<file path="src/rtl/alu_ctrl_pkg.sv">
// Shared opcode/funct encodings, ALU control codes and mul/div engine types
// for the EX-stage ALU controller with HI/LO and sequential mul/div.
package alu_ctrl_pkg;

  localparam logic [5:0] F_SLL   = 6'b000000;
  localparam logic [5:0] F_SRL   = 6'b000010;
  localparam logic [5:0] F_SRA   = 6'b000011;
  localparam logic [5:0] F_MFHI  = 6'b010000;
  localparam logic [5:0] F_MTHI  = 6'b010001;
  localparam logic [5:0] F_MFLO  = 6'b010010;
  localparam logic [5:0] F_MTLO  = 6'b010011;
  localparam logic [5:0] F_MULT  = 6'b011000;
  localparam logic [5:0] F_MULTU = 6'b011001;
  localparam logic [5:0] F_DIV   = 6'b011010;
  localparam logic [5:0] F_DIVU  = 6'b011011;
  localparam logic [5:0] F_ADD   = 6'b100000;
  localparam logic [5:0] F_ADDU  = 6'b100001;
  localparam logic [5:0] F_SUB   = 6'b100010;
  localparam logic [5:0] F_SUBU  = 6'b100011;
  localparam logic [5:0] F_AND   = 6'b100100;
  localparam logic [5:0] F_OR    = 6'b100101;
  localparam logic [5:0] F_XOR   = 6'b100110;
  localparam logic [5:0] F_NOR   = 6'b100111;
  localparam logic [5:0] F_SLT   = 6'b101010;
  localparam logic [5:0] F_SLTU  = 6'b101011;

  localparam logic [3:0] ALU_AND  = 4'b0000;
  localparam logic [3:0] ALU_OR   = 4'b0001;
  localparam logic [3:0] ALU_ADD  = 4'b0010;
  localparam logic [3:0] ALU_XOR  = 4'b0011;
  localparam logic [3:0] ALU_SUB  = 4'b0110;
  localparam logic [3:0] ALU_SLT  = 4'b0111;
  localparam logic [3:0] ALU_SLL  = 4'b1000;
  localparam logic [3:0] ALU_SRL  = 4'b1001;
  localparam logic [3:0] ALU_SRA  = 4'b1010;
  localparam logic [3:0] ALU_NOR  = 4'b1100;
  localparam logic [3:0] ALU_SLTU = 4'b1111;

  typedef enum logic [1:0] {IDLE, RUN, FIX} md_state_t;

  // Encoding follows funct[1:0] of MULT/MULTU/DIV/DIVU.
  typedef enum logic [1:0] {MUL, MULU, DIV, DIVU} md_op_t;

endpackage

</file>
<file path="src/rtl/muldiv_seq.sv">
// Sequential multiply/divide engine: one bit per cycle on operand magnitudes,
// sign fix-up in FIX, result presented while in FIX.
//   state | meaning
//   IDLE  | waiting for start_i
//   RUN   | WIDTH shift-add / restoring-subtract steps
//   FIX   | sign correction; top writes HI/LO on the exit edge
module muldiv_seq
  import alu_ctrl_pkg::*;
#(
  parameter int WIDTH = 32
) (
  input  logic             clk,
  input  logic             rst_n,
  input  logic             start_i,
  input  md_op_t           op_i,
  input  logic [WIDTH-1:0] a_i,
  input  logic [WIDTH-1:0] b_i,
  output logic             busy_o,
  output logic             fix_o,
  output logic             done_o,
  output logic [WIDTH-1:0] hi_o,
  output logic [WIDTH-1:0] lo_o
);
  localparam int CW = $clog2(WIDTH);

  md_state_t          r_state;
  logic [CW-1:0]      r_cnt;
  logic [WIDTH-1:0]   r_rem, r_q, r_mag_b, r_a;
  logic               r_is_div, r_neg_q, r_neg_r, r_dz, r_done;

  logic               w_signed;
  logic [WIDTH-1:0]   w_mag_a, w_mag_b, w_dif, w_quo, w_rmd;
  logic [WIDTH:0]     w_sum, w_shl;
  logic               w_ge;
  logic [2*WIDTH-1:0] w_prod;

  assign w_signed = (op_i == MUL) || (op_i == DIV);
  assign w_mag_a  = (w_signed && a_i[WIDTH-1]) ? -a_i : a_i;
  assign w_mag_b  = (w_signed && b_i[WIDTH-1]) ? -b_i : b_i;

  assign w_sum = {1'b0, r_rem} + (r_q[0] ? {1'b0, r_mag_b} : '0);
  assign w_shl = {r_rem, r_q[WIDTH-1]};
  assign w_ge  = w_shl >= {1'b0, r_mag_b};
  // Remainder after a successful subtract is below the divisor, so W bits suffice.
  assign w_dif = w_shl[WIDTH-1:0] - r_mag_b;

  assign w_prod = r_neg_q ? -{r_rem, r_q} : {r_rem, r_q};
  assign w_quo  = r_neg_q ? -r_q : r_q;
  assign w_rmd  = r_neg_r ? -r_rem : r_rem;

  assign hi_o = r_is_div ? (r_dz ? r_a : w_rmd) : w_prod[2*WIDTH-1:WIDTH];
  assign lo_o = r_is_div ? (r_dz ? '1 : w_quo) : w_prod[WIDTH-1:0];

  assign busy_o = (r_state != IDLE);
  assign fix_o  = (r_state == FIX);
  assign done_o = r_done;

  always_ff @(posedge clk or negedge rst_n) begin
    if (!rst_n) begin
      r_state  <= IDLE;
      r_cnt    <= '0;
      r_rem    <= '0;
      r_q      <= '0;
      r_mag_b  <= '0;
      r_a      <= '0;
      r_is_div <= 1'b0;
      r_neg_q  <= 1'b0;
      r_neg_r  <= 1'b0;
      r_dz     <= 1'b0;
      r_done   <= 1'b0;
    end else begin
      r_done <= 1'b0;
      case (r_state)
        IDLE: if (start_i) begin
          r_state  <= RUN;
          r_cnt    <= CW'(WIDTH - 1);
          r_rem    <= '0;
          r_q      <= w_mag_a;
          r_mag_b  <= w_mag_b;
          r_a      <= a_i;
          r_is_div <= (op_i == DIV) || (op_i == DIVU);
          r_neg_q  <= w_signed && (a_i[WIDTH-1] ^ b_i[WIDTH-1]);
          r_neg_r  <= w_signed && a_i[WIDTH-1];
          r_dz     <= ((op_i == DIV) || (op_i == DIVU)) && (b_i == '0);
        end
        RUN: begin
          if (r_is_div) begin
            r_rem <= w_ge ? w_dif : w_shl[WIDTH-1:0];
            r_q   <= {r_q[WIDTH-2:0], w_ge};
          end else begin
            r_rem <= w_sum[WIDTH:1];
            r_q   <= {w_sum[0], r_q[WIDTH-1:1]};
          end
          if (r_cnt == '0) r_state <= FIX;
          else             r_cnt   <= r_cnt - CW'(1);
        end
        FIX: begin
          r_state <= IDLE;
          r_done  <= 1'b1;
        end
        default: r_state <= IDLE;
      endcase
    end
  end

endmodule

</file>
<file path="src/rtl/alu_ctrl_muldiv.sv">
// EX-stage ALU control decoder with HI/LO registers, MT/MF handling and
// hazard stall toward the pipeline while the mul/div engine is busy.
module alu_ctrl_muldiv
  import alu_ctrl_pkg::*;
#(
  parameter int WIDTH  = 32,
  parameter int CTRL_W = 4
) (
  input  logic              clk,
  input  logic              rst_n,
  input  logic              en_i,
  input  logic [1:0]        alu_op_i,
  input  logic [5:0]        funct_i,
  input  logic [WIDTH-1:0]  a_i,
  input  logic [WIDTH-1:0]  b_i,
  output logic [CTRL_W-1:0] alu_ctrl_o,
  output logic              illegal_o,
  output logic              hilo_sel_o,
  output logic [WIDTH-1:0]  hilo_rd_o,
  output logic              stall_o,
  output logic              md_busy_o,
  output logic              md_done_o,
  output logic [WIDTH-1:0]  hi_o,
  output logic [WIDTH-1:0]  lo_o
);
  logic             w_rtype, w_hl_funct, w_md_funct, w_go, w_start, w_busy, w_fix;
  logic [3:0]       w_code;
  logic [WIDTH-1:0] w_md_hi, w_md_lo;
  logic [WIDTH-1:0] r_hi, r_lo;
  md_op_t           w_op;

  assign w_rtype    = alu_op_i[1];
  assign w_hl_funct = funct_i inside {F_MFHI, F_MTHI, F_MFLO, F_MTLO,
                                      F_MULT, F_MULTU, F_DIV, F_DIVU};
  assign w_md_funct = funct_i inside {F_MULT, F_MULTU, F_DIV, F_DIVU};
  assign stall_o    = en_i & w_rtype & w_hl_funct & w_busy;
  assign w_go       = en_i & w_rtype & ~w_busy;
  assign w_start    = w_go & w_md_funct;
  assign w_op       = md_op_t'(funct_i[1:0]);

  always_comb begin
    w_code    = ALU_ADD;
    illegal_o = 1'b0;
    if (w_rtype) begin
      case (funct_i)
        F_ADD, F_ADDU: w_code = ALU_ADD;
        F_SUB, F_SUBU: w_code = ALU_SUB;
        F_AND:         w_code = ALU_AND;
        F_OR:          w_code = ALU_OR;
        F_XOR:         w_code = ALU_XOR;
        F_NOR:         w_code = ALU_NOR;
        F_SLT:         w_code = ALU_SLT;
        F_SLTU:        w_code = ALU_SLTU;
        F_SLL:         w_code = ALU_SLL;
        F_SRL:         w_code = ALU_SRL;
        F_SRA:         w_code = ALU_SRA;
        F_MFHI, F_MTHI, F_MFLO, F_MTLO,
        F_MULT, F_MULTU, F_DIV, F_DIVU: w_code = ALU_ADD;
        default:       illegal_o = en_i;
      endcase
    end else if (alu_op_i[0]) begin
      w_code = ALU_SUB;
    end
  end

  assign alu_ctrl_o = CTRL_W'(w_code);
  assign hilo_sel_o = en_i & w_rtype & ((funct_i == F_MFHI) | (funct_i == F_MFLO));
  assign hilo_rd_o  = !hilo_sel_o ? '0 : ((funct_i == F_MFHI) ? r_hi : r_lo);

  muldiv_seq #(.WIDTH(WIDTH)) u_muldiv (
    .clk     (clk),
    .rst_n   (rst_n),
    .start_i (w_start),
    .op_i    (w_op),
    .a_i     (a_i),
    .b_i     (b_i),
    .busy_o  (w_busy),
    .fix_o   (w_fix),
    .done_o  (md_done_o),
    .hi_o    (w_md_hi),
    .lo_o    (w_md_lo)
  );

  // MT writes only happen when idle, so they never collide with the FIX write.
  always_ff @(posedge clk or negedge rst_n) begin
    if (!rst_n) begin
      r_hi <= '0;
      r_lo <= '0;
    end else if (w_fix) begin
      r_hi <= w_md_hi;
      r_lo <= w_md_lo;
    end else if (w_go && (funct_i == F_MTHI)) begin
      r_hi <= a_i;
    end else if (w_go && (funct_i == F_MTLO)) begin
      r_lo <= a_i;
    end
  end

  assign md_busy_o = w_busy;
  assign hi_o      = r_hi;
  assign lo_o      = r_lo;

endmodule

</file>
<file path="config.mk">
export PLATFORM = sky130hd
export DESIGN_NAME = alu_ctrl_muldiv
export DESIGN_NICKNAME = d
export VERILOG_FILES = /design/src/rtl/alu_ctrl_pkg.sv /design/src/rtl/muldiv_seq.sv /design/src/rtl/alu_ctrl_muldiv.sv
export SDC_FILE = /design/constraint.sdc
export NUM_CORES = 1
export LEC_CHECK = 0
export ABC_AREA = 1
export BUFFER_PORTS_ARGS = -buffer_cell sky130_fd_sc_hd__buf_2
export CAP_MARGIN = 10
export CORE_ASPECT_RATIO = 1.2
export CORE_MARGIN = 1
export CORE_UTILIZATION = 30
export CTS_CLUSTER_DIAMETER = 50
export DETAILED_ROUTE_END_ITERATION = 12
export GPL_ROUTABILITY_DRIVEN = 1
export GPL_TIMING_DRIVEN = 0
export SYNTH_ARGS = -nofsm -noshare
export SYNTH_HDL_FRONTEND = slang
export SYNTH_SLANG_ARGS = --single-unit
</file>
<file path="constraint.sdc">
create_clock -name clk -period 3.1 [get_ports clk]
set_input_delay 0.31 -clock clk [delete_from_list [all_inputs] [get_ports clk]]
set_output_delay 0.31 -clock clk [all_outputs]
set_load 0.01 [all_outputs]
</file>
* Yosys cells after proc, flatten, opt, wreduce, memory -nomap -nowiden
Cells that the tools add are included.
** Cells by class
- Add/sub/neg operators :: 8
- Multiply operators :: 0
- Div/mod/pow operators :: 0
- Magnitude comparators :: 1
- Equal/unequal tests :: 28
- Shift operators :: 0
- Mux-type cells :: 36
- Bitwise operators :: 9
- Reduce and logical (&&, ||, !) cells :: 26
** Operator list (count)
- 32-bit two-way mux :: 21
- 32-bit negator :: 4
- 32-bit case mux with 2 select lines :: 2
- 64-bit two-way mux :: 1
- 64-bit negator :: 1
- 6-bit equality test (second input constant) :: 10
- 6-bit by 5-bit equality test with 1-bit output (second input constant) :: 8
- 4-bit case mux with 10 select lines :: 1
- 32-bit by 33-bit adder with 33-bit output :: 1
- 33-bit by 32-bit greater-or-equal comparator with 1-bit output :: 1
- 32-bit zero test :: 1
- 32-bit subtractor :: 1
- 21-bit OR reduction :: 1
- 6-bit by 2-bit equality test with 1-bit output (second input constant) :: 2
- 5-bit two-way mux :: 2
- 5-bit case mux with 2 select lines :: 1
- 2-bit AND reduction :: 4
- 2-bit nonzero test :: 4
- 8-bit nonzero test :: 1
- 1-bit bitwise AND :: 6
- 2-bit equality test (second input constant) :: 3
- 1-bit logical AND :: 6
- 6-bit zero test :: 1
- 2-bit by 1-bit inequality test with 1-bit output (second input constant) :: 3
- other kinds (17) :: 22
** Storage, ports and cells
- Flip-flop bits (word level) :: 204
- Bits in latches :: 0
- Memory bits (writable) :: 0
- ROM bits :: 0
- Output and inout bits :: 105
- Memories kept :: 0

* Logic depth before layout (Yosys ltp)
- Word-level depth :: 7
- Gate-level depth with buffers :: 21

* By module
Synthesis repeated with hierarchy kept, for this count alone.
** Second synthesis, totals
- Cell total of the unflattened synthesis :: 3487
- Area total of the unflattened synthesis :: 20276.9 sq um
** By module, submodules not included
- muldiv_seq :: instances 1, cells each 2867, area each 16290.6 sq um, sequential area each 3503.4 sq um
- alu_ctrl_muldiv :: instances 1, cells each 620, area each 3986.3 sq um, sequential area each 1601.5 sq um

* Worst setup path after synthesis
Ideal clock, no wire load.
- Kind :: register -> register
- Start :: register u_muldiv.r_q[0]
- End :: register u_muldiv.r_rem[31]
- Data arrival time :: 2.404 ns
- Path slack :: 0.630 ns
- Cell stages (with the launch flop) :: 19
- Buffers on the path :: 2
- Period minus slack after synthesis :: 2.470 ns
- Cells stage by stage :: dfrtp_1 -> buf_2 -> buf_1 -> nand2_1 -> inv_1 -> ha_1 -> inv_1 -> fa_1 -> o21ai_1 -> inv_1 -> o21ai_1 -> nand3_1 -> nand3_1 -> nand2_1 -> nand2_1 -> nand2_1 -> inv_1 -> nand2_1 -> nand2_1
** On the way
- Word-level cells in the longest chain between the ends :: 4
** RTL lines
- from (decl) :: line muldiv_seq.sv:28 : logic [WIDTH-1:0] r_rem, r_q, r_mag_b, r_a;
- from (signal assigned) :: line muldiv_seq.sv:78 : r_q <= w_mag_a;
- from (signal assigned) :: line muldiv_seq.sv:89 : r_q <= {r_q[WIDTH-2:0], w_ge};
- from (signal assigned) :: line muldiv_seq.sv:92 : r_q <= {w_sum[0], r_q[WIDTH-1:1]};
- 32-bit two-way mux :: line muldiv_seq.sv:41 : assign w_sum = {1'b0, r_rem} + (r_q[0] ? {1'b0, r_mag_b} : '0);
- 32-bit by 33-bit adder with 33-bit output :: line muldiv_seq.sv:41
- 32-bit two-way mux :: line muldiv_seq.sv:87 : if (r_is_div) begin
- 32-bit case mux with 2 select lines :: line muldiv_seq.sv:73 : case (r_state)
- to (signal assigned) :: line muldiv_seq.sv:88 : r_rem <= w_ge ? w_dif : w_shl[WIDTH-1:0];
- to (signal assigned) :: line muldiv_seq.sv:91 : r_rem <= w_sum[WIDTH:1];
- to (decl) :: line muldiv_seq.sv:28
Every way passes these cells.
A chain may end at the register's enable or synchronous reset.

* Worst setup path in the final report
- Start :: register u_muldiv.r_neg_q
- End :: register r_lo[1], in the netlist lo_o[1]
** On the way
- Word-level cells in the longest chain between the ends :: 4
** RTL lines
- from (decl) :: line muldiv_seq.sv:29 : logic r_is_div, r_neg_q, r_neg_r, r_dz, r_done;
- from (signal assigned) :: line muldiv_seq.sv:82 : r_neg_q <= w_signed && (a_i[WIDTH-1] ^ b_i[WIDTH-1]);
- 32-bit two-way mux :: line muldiv_seq.sv:48 : assign w_quo = r_neg_q ? -r_q : r_q;
- 32-bit two-way mux :: line muldiv_seq.sv:52 : assign lo_o = r_is_div ? (r_dz ? '1 : w_quo) : w_prod[WIDTH-1:0];
- 32-bit two-way mux (*) :: line muldiv_seq.sv:52
- 32-bit two-way mux (*) :: line alu_ctrl_muldiv.sv:89 : end else if (w_fix) begin
- to (signal assigned) :: line alu_ctrl_muldiv.sv:91 : r_lo <= w_md_lo;
- to (signal assigned) :: line alu_ctrl_muldiv.sv:95 : r_lo <= a_i;
- to (decl) :: line alu_ctrl_muldiv.sv:29 : logic [WIDTH-1:0] r_hi, r_lo;
Mark *: on every way between the ends. The rest lies on a longest branch, timed or not.

==> metrics.md <==
| Metric | Value |
|---|---|
| Clock power frac | `15.9%` |
| Worst slack, placed | `-0.514 ns` |
| Met2 WL post-DR | `48900 µm` |
| Critical Path RT | `3.51 ns` |
| Max Freq | `between 300 and 400 MHz` |
| Final hold viol count | `0` |
| Worst Path Buf+Inv | `2` |
| Clk buf depth | `3` |
| Sw frac | `between 50% and 60%` |
| Count of cell types in the netlist | `54` |
| EDFF count, synth | `0` |
| Sink Count | `204` |
| Crit Path Category | `reg -> reg` |
| Inserted Clock Buffers | `34` |
| Sw Pwr | `0.0138 W` |
| Critical Path Fanout Max | `10` |
| Status | `finished, final reports clean` |
| Worst R2R Path Depth | `5` |
| Largest net degree at the start of global routing | `111` |
| Die ar. | `0.0671 mm²` |
| Layout cells sized above 1 | `between 10% and 20%` |
| Worst setup EP type | `register` |
| Ys flop type | `dfrtp_1` |
| Vias in the first global route | `23300` |
| Pwr dens | `1070 mW/mm²` |
| R2r setup slk | `0.02 ns` |
| Most common cell after layout, fill and taps aside | `nand2_1` |
| Metal-1 WL | `39700 µm` |
| Initial antenna violation count | `4` |
| Overflow after GRT | `0` |
| Top layer in use | `met4` |
| Cell area after synthesis | `0.0198 mm²` |
| Slowest-stage cell, CP | `clkbuf_1` |
| Headroom to the max-slew limit | `a little over a fifth` |
| Clk_lat worst skew | `~0.56 ns` |
| Placer congestion estimate | `1.04` |
| HP Class | `in -> reg` |
| Die height | `284 µm` |
| Post-Syn Nets | `3505` |
| Detailed Place HPWL | `84500 µm` |
| Area Overhead vs Synth | `16.4%` |
| Asr flop ratio synth | `100%` |
| Cell depth of the worst setup path | `5` |
| Worst clock skew | `slightly below 0.03 ns` |
| Final setup violating endpoints | `0` |
| Core box area | `between 0.06 and 0.07 mm²` |
| Startpoint Class | `register` |
| Logic pwr share | `62.3%` |
| Global-route usage over all layers | `slightly above 30%` |
| Setup TNS | `0 ns` |
| RR Startpoint | `u_muldiv.r_neg_q` |
| Peak VDD IR | `0.697 mV` |
| Iteration-0 DRC count of the detailed router | `2319` |
| Yosys Warn Count | `0` |
| RR Endpoint | `lo_o[1]` |
| Slew Limit Fails | `0` |
| Die span in x | `237 µm` |
| Sequential share of the synthesized area | `around 26%` |
| CTS tree | `done` |
| H-tree levels | `2` |
| Number of port buffers | `about 180` |
| Max Cap Viol | `0` |
| Worst-Margin Slew | `1.17 ns` |
| First-pass GRT wire length | `152000 µm` |
| RSZ-0062 raised after global routing | `no` |
| WL met3 | `7250 µm` |
| CP max stage delay | `0.73 ns` |
| Initial core utilization | `approximately 30%` |
| Worst-path cell chain | `buf_1, clkbuf_1, o21ai_0, o21ai_0, a31oi_1` |
| Syn avg cell area | `5.91 µm²` |
| Cell Int Power | `0.0108 W` |
| Final worst-path cycle share | `99.2%` |
| LEAKAGE | `11.8 nW` |
| Clock transition at the registers of the reported paths | `roughly 0.06 ns` |
| Routed vias | `~24000` |
| Final Worst Setup Slack | `0.0245 ns` |
| CP Data Arrival Time | `3.49 ns` |
| Cells after synthesis | `3358` |
| Avg WL per Cell | `23.6 µm` |
| CP delay by family, top | `buffers and inverters` |
| Final wirelength | `between 100000 and 150000 µm` |
| Rows | `approximately 100` |
| CP most frequent cell | `o21ai_0` |
| Remaining antenna violation count | `0` |
| Seq pwr share | `around 22%` |
| CP startpoint | `u_muldiv.r_neg_q` |
| DRC Markers | `0` |
| Synthesis-stage register bit count | `204` |
| Root Buffer | `clkbuf_16` |
| Ports | `between 150 and 200` |
| Hold depth | `3` |
| Final #Nets | `around 3700` |
| Most frequent cells in the layout | `nand2_1 (956), inv_1 (437), nor2_1 (401)` |
| Crit path capture | `lo_o[1]` |
| Via density | `5.47` |
| Crit path time final | `3.08 ns` |
| Drt first pass iters | `7` |
-- worst min path at each step --
stage               startpoint              endpoint  slack, ns
3_3_place_gp   u_muldiv.r_a[2]       u_muldiv.r_a[2]       0.48
3_5_place_dp             rst_n   u_muldiv.r_mag_b[7]       0.47
5_1_grt                b_i[30]  u_muldiv.r_mag_b[30]        0.1
4_1_cts                b_i[30]  u_muldiv.r_mag_b[30]       0.06
6_report               b_i[30]  u_muldiv.r_mag_b[30]       0.07
2_1_floorplan            rst_n               hi_o[0]       0.01
-- synth_stat cells, types with 12 or more instances --
master    count  area share (%)
nand3_1     249             6.3
xor2_1       41             1.8
a31oi_1      43             1.4
nor2_1      405             7.7
clkbuf_1     87             1.6
a21oi_1     227             5.7
ha_1         70             4.4
o21ai_0     312             7.9
nand2_1     959              18
nor3_1       33            0.83
dfrtp_1     204              26
nand4_1      38             1.2
o21ai_1      15            0.38
inv_1       438             8.3
nor2_2       12            0.38
buf_2        28            0.71
o211ai_1     16            0.61
nand2_2      14            0.44
o22ai_1      25            0.79
-- state kept, by name (all words and copies together), names as in the netlist --
signal and cells:
hi_o 32, u_muldiv.r_q 32, u_muldiv.r_a 32, u_muldiv.r_is_div 1
u_muldiv.r_neg_q 1, u_muldiv.r_mag_b 32, u_muldiv.done_o 1, u_muldiv.r_cnt 5
u_muldiv.r_rem 32, u_muldiv.r_dz 1, u_muldiv.r_neg_r 1, lo_o 32
u_muldiv.r_state 2
-- power by group through the flow --
| stage | Clock [W] | Combinational (W) | Sequential [W] |
|---|---|---|---|
| after floorplan | 0 | 0.00952 | 0.00473 |
| after global placement | 0 | 0.0148 | 0.00528 |
| after detailed placement | 0 | 0.0148 | 0.00529 |
| after CTS | 0.00392 | 0.0149 | 0.00525 |
| after global routing | 0.00404 | 0.0167 | 0.00539 |
| final | 0.00391 | 0.0153 | 0.00535 |
-- routing by layer --
metal  GRT usage, %  up-vias
li1               -    11300
met1           35.3    11400
met2           51.1     1134
met3           4.45      339
met4           22.5        0
met5              0        -
-- metrics by stage --
stage	instance area, µm²	util (%)	std cells	total power [W]	hold WS (ns)
floorplan	19800	-	3358	0.0143	0.0144
detailed placement	21800	33.6	4369	0.0201	0.466
global route	23100	35.5	4436	0.0261	0.0953
CTS	23000	35.4	4431	0.0241	0.0582
finish	23100	35.5	4437	0.0246	0.0704
global placement	21800	33.5	4368	0.0201	0.478
-- final cells by class --
type                            instances  area (µm²)
Fill cell                            7357       41900
Multi-Input combinational cell       2572       12500
Sequential cell                       204        5110
Inverter                              448        1690
Tap cell                              832        1040
Clock buffer                           48         993
Timing Repair Buffer                  183         961
Buffer                                134         618
Clock inverter                         13         149
Antenna cell                            3        7.51
-- timing repair --
action	4_1_cts	5_1_grt
buffers inserted	0	2
hold buffers	1	0
hold endpoints to repair	109	0
pin swaps	0	2
resized for setup	10	27
endpoints found under the setup margin	17	27
-- logic make-up (layout without fill, tap and decap cells) --
group | count (synthesis) | after routing | synth area share [%]
compound gates | 693 | 693 | 18.9
xor+xnor | 50 | 50 | 2.21
fa+ha+maj | 72 | 72 | 4.62
buf+inv | 582 | 826 | 11.5
flops | 204 | 204 | 25.7
other cells | 0 | 3 | 0
simple gates | 1757 | 1757 | 37.0
-- worst min-delay path: stages --
cell,delay [ns]
buf_2,0.12
nand2_1,0.06
a31oi_1,0.07
(Power assumes the default switching activity.)
